==> config.mk <==
export PLATFORM = sky130hd
export DESIGN_NAME = midi_note_event_fifo
export DESIGN_NICKNAME = d
export VERILOG_FILES = /design/src/rtl/midi_note_event_fifo_pkg.sv /design/src/rtl/midi_note_event_fifo_sync_fifo.sv /design/src/rtl/midi_note_event_fifo.sv
export SDC_FILE = /design/constraint.sdc
export NUM_CORES = 1
export LEC_CHECK = 0
export BUFFER_PORTS_ARGS = -buffer_cell sky130_fd_sc_hd__buf_2
export CAP_MARGIN = 20
export CORE_UTILIZATION = 62
export DETAILED_ROUTE_END_ITERATION = 7
export HOLD_SLACK_MARGIN = 0.06
export PLACE_DENSITY_LB_ADDON = 0.05
export SYNTH_ARGS = -nofsm -noshare
export SYNTH_HDL_FRONTEND = slang
export SYNTH_SLANG_ARGS = --single-unit
==> constraint.sdc <==
create_clock -name clk -period 2.8 [get_ports clk]
set_clock_uncertainty 0.2 [all_clocks]
set_input_delay 0.28 -clock clk [delete_from_list [all_inputs] [get_ports clk]]
set_output_delay 0.28 -clock clk [all_outputs]
set_load 0.005 [all_outputs]
==> src/rtl/midi_note_event_fifo_pkg.sv <==
// Shared MIDI constants, parser states and the packed FIFO event entry
// used by the note-event FIFO top and its storage sub-module.
package midi_note_event_fifo_pkg;

  localparam logic [3:0] NOTE_OFF   = 4'h8;
  localparam logic [3:0] NOTE_ON    = 4'h9;
  localparam logic [7:0] SYSEX_BASE = 8'hF0;
  localparam logic [7:0] RT_BASE    = 8'hF8;

  localparam int EVT_W = 20;

  typedef enum logic [1:0] {
    P_IDLE,
    P_WAIT_KEY,
    P_WAIT_VEL,
    P_SKIP
  } parse_state_t;

  // Entry layout {note_on, channel, key[6:0], vel[6:0], pad}
  typedef struct packed {
    logic       note_on;
    logic [3:0] channel;
    logic [6:0] key;
    logic [6:0] vel;
    logic       pad;
  } note_evt_t;

  function automatic logic is_note_status(input logic [7:0] b);
    return (b[7:4] == NOTE_ON) || (b[7:4] == NOTE_OFF);
  endfunction

endpackage

==> src/rtl/midi_note_event_fifo_sync_fifo.sv <==
// Generic show-ahead FIFO: head entry is visible on rd_data while empty=0.
// A write into a full FIFO is accepted only when a pop happens on the same edge.
module sync_fifo #(
  parameter int WIDTH      = 20,
  parameter int DEPTH_LOG2 = 4
) (
  input  logic                  clk,
  input  logic                  rst,
  input  logic                  wr_en,
  input  logic [WIDTH-1:0]      wr_data,
  input  logic                  rd_en,
  output logic [WIDTH-1:0]      rd_data,
  output logic [DEPTH_LOG2:0]   count,
  output logic                  full,
  output logic                  empty
);

  localparam int DEPTH = 1 << DEPTH_LOG2;

  logic [WIDTH-1:0]      mem [DEPTH];
  logic [DEPTH_LOG2-1:0] wr_ptr, rd_ptr;
  logic                  rd_eff, wr_eff;

  assign empty  = (count == '0);
  assign full   = (count == (DEPTH_LOG2+1)'(DEPTH));
  assign rd_eff = rd_en && !empty;
  assign wr_eff = wr_en && (!full || rd_eff);

  always_ff @(posedge clk or posedge rst) begin
    if (rst) begin
      wr_ptr <= '0;
      rd_ptr <= '0;
      count  <= '0;
    end else begin
      if (wr_eff) wr_ptr <= wr_ptr + 1'b1;
      if (rd_eff) rd_ptr <= rd_ptr + 1'b1;
      case ({wr_eff, rd_eff})
        2'b10:   count <= count + 1'b1;
        2'b01:   count <= count - 1'b1;
        default: count <= count;
      endcase
    end
  end

  // Storage carries no reset; the top gates outputs with empty.
  always_ff @(posedge clk) begin
    if (wr_eff) mem[wr_ptr] <= wr_data;
  end

  assign rd_data = mem[rd_ptr];

endmodule

==> src/rtl/midi_note_event_fifo.sv <==
// MIDI byte-stream parser producing Note-On/Note-Off events into a show-ahead FIFO,
// with running status, transparent real-time bytes, channel filter and sticky overflow.
module midi_note_event_fifo
  import midi_note_event_fifo_pkg::*;
#(
  parameter int          DEPTH_LOG2   = 4,
  parameter logic [15:0] CHANNEL_MASK = 16'hFFFF,
  parameter bit          VEL0_IS_OFF  = 1'b1
) (
  input  logic                clk,
  input  logic                rst,
  input  logic [7:0]          rx_byte,
  input  logic                rx_byte_valid,
  input  logic                rd,
  input  logic                ovf_clr,
  output logic [7:0]          key,
  output logic [7:0]          velocity,
  output logic [3:0]          channel,
  output logic                note_on,
  output logic                empty,
  output logic                full,
  output logic [DEPTH_LOG2:0] count,
  output logic                overflow
);

  parse_state_t state, state_n;
  logic         run_on, run_on_n;
  logic [3:0]   run_ch, run_ch_n;
  logic [6:0]   key_q, key_n;
  logic         issue;
  note_evt_t    evt_n, evt_q;
  logic         evt_vld;
  logic [EVT_W-1:0] head_raw;
  note_evt_t    head;

  always_ff @(posedge clk or posedge rst) begin
    if (rst) begin
      state  <= P_IDLE;
      run_on <= 1'b0;
      run_ch <= '0;
      key_q  <= '0;
    end else begin
      state  <= state_n;
      run_on <= run_on_n;
      run_ch <= run_ch_n;
      key_q  <= key_n;
    end
  end

  always_comb begin
    state_n  = state;
    run_on_n = run_on;
    run_ch_n = run_ch;
    key_n    = key_q;
    issue    = 1'b0;
    // Real-time bytes (F8..FF) fall through untouched, even mid-message.
    if (rx_byte_valid && (rx_byte < RT_BASE)) begin
      if (rx_byte >= SYSEX_BASE) begin
        state_n  = P_IDLE;
        run_on_n = 1'b0;
        run_ch_n = '0;
      end else if (rx_byte[7]) begin
        if (is_note_status(rx_byte)) begin
          state_n  = P_WAIT_KEY;
          run_on_n = rx_byte[4];
          run_ch_n = rx_byte[3:0];
        end else begin
          state_n = P_SKIP;
        end
      end else begin
        case (state)
          P_WAIT_KEY: begin
            key_n   = rx_byte[6:0];
            state_n = P_WAIT_VEL;
          end
          P_WAIT_VEL: begin
            issue   = 1'b1;
            state_n = P_WAIT_KEY;
          end
          default: state_n = state;
        endcase
      end
    end
  end

  always_comb begin
    evt_n.note_on = run_on && !(VEL0_IS_OFF && (rx_byte[6:0] == 7'd0));
    evt_n.channel = run_ch;
    evt_n.key     = key_q;
    evt_n.vel     = rx_byte[6:0];
    evt_n.pad     = 1'b0;
  end

  // One-stage parse register between the velocity strobe and the FIFO write.
  always_ff @(posedge clk or posedge rst) begin
    if (rst) begin
      evt_vld <= 1'b0;
      evt_q   <= '0;
    end else begin
      evt_vld <= issue && CHANNEL_MASK[run_ch];
      if (issue) evt_q <= evt_n;
    end
  end

  sync_fifo #(
    .WIDTH      (EVT_W),
    .DEPTH_LOG2 (DEPTH_LOG2)
  ) u_fifo (
    .clk     (clk),
    .rst     (rst),
    .wr_en   (evt_vld),
    .wr_data (evt_q),
    .rd_en   (rd),
    .rd_data (head_raw),
    .count   (count),
    .full    (full),
    .empty   (empty)
  );

  always_ff @(posedge clk or posedge rst) begin
    if (rst)                          overflow <= 1'b0;
    else if (evt_vld && full && !rd)  overflow <= 1'b1;
    else if (ovf_clr)                 overflow <= 1'b0;
  end

  assign head     = note_evt_t'(head_raw);
  assign key      = empty ? 8'h00 : {1'b0, head.key};
  assign velocity = empty ? 8'h00 : {1'b0, head.vel};
  assign channel  = empty ? 4'h0  : head.channel;
  assign note_on  = empty ? 1'b0  : head.note_on;

endmodule

======== Word-level counts from Yosys, hierarchy flattened ========
Memory sizes are Yosys's and may differ from the RTL's.
Cells that the tools add are included.
word-level totals
  register bits ........................... 48
  bits in writable memories ............... 304
  bits in read-only memories .............. 16
  output and inout bits ................... 29
  memories kept ........................... 2
operators by class
  add/sub/neg operators ................... 4
  $lt $le $gt $ge ......................... 3
  equality and inequality tests ........... 7
  muxes and demuxes ....................... 24
  bitwise gates (word level) .............. 2
  reduce and logical (&&, ||, !) cells .... 23
memories
  memory            words  width  rd ports  clocked after Yosys merged registers in  wr ports  line                                  RTL
  u_fifo.mem        16     19     1         0                                        1         midi_note_event_fifo_sync_fifo.sv:20  logic [WIDTH-1:0] mem [DEPTH];
  (name not given)  16     1      1         0                                        0         midi_note_event_fifo.sv:100           evt_vld <= issue && CHANNEL_MASK[run_ch];
operators by type and width
  kind                                                 number
  two-way mux 4 bit                                    4
  two-way mux 7 bit                                    2
  two-way mux 1 bit                                    13
  case mux 5 bit (2 select lines)                      1
  adder 4 x 1 -> 4 bit (second input constant)         2
  == test 4 bit (second input constant)                2
  >= comparator 8 bit (second input constant)          1
  < comparator 8 bit (second input constant)           1
  nonzero test 2 bit                                   4
  logical AND 1 bit                                    7
  zero test 7 bit                                      1
  two-way mux 2 bit                                    3
  adder 5 x 1 -> 5 bit (second input constant)         1
  == test 5 bit (second input constant)                1
  zero test 5 bit                                      1
  < comparator 4 x 5 -> 1 bit (second input constant)  1
  subtractor 5 x 1 -> 5 bit (second input constant)    1
  == test 2 x 1 -> 1 bit (second input constant)       2
  == test 2 bit (second input constant)                2
  zero test 1 bit                                      4
  case mux 2 bit (2 select lines)                      1
  AND reduction 4 bit                                  1
  nonzero test 4 bit                                   1
  AND reduction 3 bit                                  1
  other kinds (3)                                      5

======== Depth between registers and ports, before layout ========
  depth after elaboration ................. 7
  depth in mapped cells ................... 10
  depth with buffers taken out ............ 8

======== Cells and area by module ========
From an unflattened synthesis, not the netlist that was laid out.
unflattened totals
  cell total of the unflattened synthesis .. 722
  area total of the unflattened synthesis .. 14525.2 um^2
by module, submodules not included
  module                times used  cells each  area an instance (um^2)  sequential area each (um^2)
  sync_fifo             1           600         12951.2                  9934.5
  midi_note_event_fifo  1           122         1574.0                   875.8

======== Worst setup path before layout ========
Ideal clock, no wire load.
  path kind ............................... register -> register
  start point ............................. register u_fifo.count[1]
  end point ............................... register u_fifo.count[4]
  arrival ................................. 2379 ps
  slack ................................... 140 ps
  cell stages (with the launch flop) ...... 11
  cells stage by stage .................... dfrtp_1 -> buf_6 -> or4_4 -> buf_6 -> o21bai_4 -> xnor2_1 -> ha_1 -> o31a_1 -> or3_1 -> o21ai_1 -> xor2_1
on the way
  word-level cells in the longest chain between the ends .. 7
RTL lines
  what                                                                   line                                  RTL
  start: declaration                                                     midi_note_event_fifo_sync_fifo.sv:13  output logic [DEPTH_LOG2:0] count,
  start signal: assignment                                               midi_note_event_fifo_sync_fifo.sv:38  2'b10: count <= count + 1'b1;
  start signal: assignment                                               midi_note_event_fifo_sync_fifo.sv:39  2'b01: count <= count - 1'b1;
  start signal: assignment                                               midi_note_event_fifo_sync_fifo.sv:40  default: count <= count;
  zero test 5 bit                                                        midi_note_event_fifo_sync_fifo.sv:24  assign empty = (count == '0);
  zero test 1 bit                                                        midi_note_event_fifo_sync_fifo.sv:26  assign rd_eff = rd_en && !empty;
  logical AND 1 bit                                                      midi_note_event_fifo_sync_fifo.sv:26
  logical OR 1 bit                                                       midi_note_event_fifo_sync_fifo.sv:27  assign wr_eff = wr_en && (!full || rd_eff);
  logical AND 1 bit                                                      midi_note_event_fifo_sync_fifo.sv:27
  == test 2 x 1 -> 1 bit or == test 2 bit (tied branches)                midi_note_event_fifo_sync_fifo.sv:37  case ({wr_eff, rd_eff})
  case mux 5 bit (2 select lines) or nonzero test 2 bit (tied branches)  --
Parallel ways exist; a longest one is shown, timed or not.
A chain may end at the register's enable or synchronous reset.

======== Worst setup path after layout ========
  start point ............................. register u_fifo.count[0]
  end point ............................... output port channel[1]
on the way
  word-level cells in the longest chain between the ends .. 2
RTL lines
  what               line                                  RTL
  zero test 5 bit    midi_note_event_fifo_sync_fifo.sv:24
  two-way mux 4 bit  midi_note_event_fifo.sv:129           assign channel = empty ? 4'h0 : head.channel;
  end: declaration   midi_note_event_fifo.sv:18            output logic [3:0] channel,
No other way between the ends.

==> metrics.md <==
| Metric | Value |
|---|---|
| Status | finished clean |
| Max H-tree Level | 2 |
| Worst-Margin Slew | around 710 ps |
| Flops & latches, synth | ~350 |
| First-pass GRT wire length | ~45 mm |
| Vias per cell | approximately 6.4 |
| Hold WC Path Type | input port to asynchronous set/reset pin |
| Chip Height | roughly 150 um |
| Final hold viol count | 0 |
| Clock buffer depth | 3 |
| Die Area | about 23000 um^2 |
| Crit Reg-Reg Startpoint | u_fifo.count[0] |
| Die Width | around 150 um |
| Post-synth EDFFs | 304 |
| Fmax | around 360 MHz |
| Area of the multi-input gates | ~3300 um^2 |
| Layout area overhead | 16.3% |
| Maxcap violations | 0 |
| Worst EP arrival | between 2000 and 2500 ps |
| GR Layer Usage met2 | between 40% and 50% |
| # nets final | around 830 |
| Root Driver | clkbuf_16 |
| Reg area | approximately 10000 um^2 |
| Reg clk slew, reported paths | around 60 ps |
| Fillers | between 1000 and 1500 |
| Synth Warn # | 0 |
| Peak VDD IR | 0.753 mV |
| Drt wl/cell | between 20 and 30 um |
| Top_reg_cell synth | edfxtp_1 |
| IO Pins | 42 |
| CTS sink cnt | around 350 |
| CP Capture Type | output pin |
| Core Rows | 54 |
| Pin count of the biggest net entering global routing | between 50 and 60 |
| Vias in the first global route | 7399 |
| Period utilization | about 100% |
| Worst rel slew slack | around 53% |
| Pre-Repair DR Iteration Count | 5 |
| IO buf count | 39 |
| GRT Max-Usage Layer | met2 |
| RD Place Congestion | a little over 0.8 |
| Core footprint | about 22000 um^2 |
| Routed vias | ~7000 |
| Antenna cell count | 0 |
| Gr ovfl total | 0 |
| Final Setup Violations | 0 |
| Pwr/cell area | around 1000 nW/um^2 |
| Met3 usage | 4.37% |
| CP startpoint | u_fifo.count[0] |
| Worst-Skew Late Latency | 510 ps |
| Met1 usage | between 30 and 40% |
| CP Launch Type | flop |
| Worst path slowest cell | or4_4 |
| Pins Over Slew Limit | 0 |
| Worst path required time | roughly 2300 ps |
| Initial antenna violation count | 0 |
| Design Area, Final | about 16000 um^2 |
| Placed Area | 14600 um^2 |
| Worst-path maximum fanout | 19 |
| Syn Inst Count | slightly above 700 |
| Worst path cell trace | or4_4, buf_4, o21ai_4, buf_12, o22ai_1, buf_2 |
| CTS Buf Count | 36 |
| Unrepaired setup endpoints after global routing | yes |
| Final ANT Viol Nets | 0 |
| Final core occ | between 70% and 80% |
| DRC | 0 |
| Fraction of layout cells with a size suffix above 1 | 29.1% |
| Tmin final | approximately 2800 ps |
| Post-Syn Area | approximately 14000 um^2 |
| P_leak | 0.00576 uW |
| Sequential share of the synthesized area | 74.5% |
| Crit path kind | flop to output pin |
| Largest stage delay, worst path | roughly 570 ps |
| Asr flop ratio synth | a little over an eighth |
| CTS tree | yes |
| Initial DRC count | between 500 and 600 |
| Distinct cells, synth | 48 |
| Initial Util | between 60 and 70% |
| Overall power | around 17000 uW |
| Routed Wire Length | ~31 mm |
| GRT Util Overall | 28.0% |
| DP Wirelength | approximately 17 mm |
| Syn_area_per_cell | about 20 um^2 |
## placed cells by master, fill, tap and decap left out, types with 9 or more instances in the layout
| cell | instances |
|---|---|
| buf_4 | 32 |
| buf_2 | 39 |
| dlygate4sd3_1 | 13 |
| clkbuf_1 | 12 |
| edfxtp_1 | 304 |
| mux2_2 | 10 |
| mux2i_1 | 36 |
| clkbuf_16 | 42 |
| xnor2_1 | 9 |
| o21ai_0 | 15 |
| inv_1 | 12 |
| dfrtp_1 | 43 |
| nand2_1 | 66 |
| mux4_2 | 76 |
| o22ai_1 | 17 |
## flip-flops by register name, summed over array words and instances (netlist names)
| register | count |
|---|---|
| key_q | 7 |
| u_fifo.rd_ptr | 4 |
| overflow | 1 |
| u_fifo.count | 5 |
| run_on | 1 |
| u_fifo.wr_ptr | 4 |
| evt_vld | 1 |
| run_ch | 4 |
| state | 2 |
| evt_q | 19 |
| u_fifo.mem | 304 |
## critical path: cells and delay by family (launching register included)
family                 cells  cell delay (ps)
AO/OA/AOI/OAI              2              290
buffers and inverters      3              530
flip-flops                 1              410
AND/OR/NAND/NOR            1              570
## synth_stat cells, types with 6 or more instances
cell type,number,share of area (%)
mux2_2,10,0.81
clkbuf_1,14,0.38
mux4_2,76,12
buf_2,11,0.40
mux2i_1,38,2.7
nand2_1,66,1.8
edfxtp_1,304,66
dfrtp_1,48,8.7
o21ai_0,15,0.54
inv_1,13,0.35
ha_1,9,0.81
o22ai_1,20,0.90
xnor2_1,9,0.57
and3_1,8,0.36
nor2_1,6,0.16
## stage by stage
stage          setup WS, ps  setup TNS [ps]  std cells  hold WS [ps]
2_1_floorplan           140               0        709           185
3_3_place_gp            194               0       1025          82.1
3_5_place_dp           60.4               0       1025          97.3
4_1_cts               -24.4            -110       1109           108
5_1_grt               -68.1            -494       1118           163
6_report             0.0904               0       1118           123
## metal layers
layer,wire length (um),vias to the layer above
met5,0,-
met4,769,0
met3,1990,47
met2,15900,272
met1,12400,3744
li1,-,3044
## final cells by class
cell class,instances,area share (%)
Multi-Input combinational cell,306,20.6
Clock inverter,14,0.713
Timing Repair Buffer,103,5.99
Clock buffer,50,6.10
Tap cell,280,2.17
Inverter,13,0.302
Sequential cell,352,64.1
## report_power, final
part           switching (uW)  internal, uW
combinational            2210          2520
clock                    1860          2640
sequential                882          6680
## cell families after synthesis
kind of cell | after synthesis | share of synthesized area [%]
other cells | 1 | 0.0270
flops | 352 | 74.5
fa+ha+maj | 9 | 0.812
xor+xnor | 11 | 0.695
buf+inv | 51 | 1.78
simple gates | 110 | 3.81
compound gates | 48 | 2.31
mux | 126 | 16.1
## timing repair
action,in CTS,in global routing
endpoints found under the hold margin,43,0
hold buffers,13,0
gates cloned,1,7
buffers inserted,6,2
pin swaps,3,4
resized for setup,6,7
setup endpoints to repair,19,17
## final timing paths
path	endpoint	slack (ps)	cells after the start
hold reg to reg	evt_q[11]	280	2
hold / removal	u_fifo.count[1]	120	3
max in group asynchronous	evt_q[15]	1480	4
setup / recovery	channel[1]	0.09	6
min in group clk	evt_q[11]	280	2
setup reg to reg	u_fifo.count[4]	40	9
No activity file was read; power rests on OpenSTA's default activity.
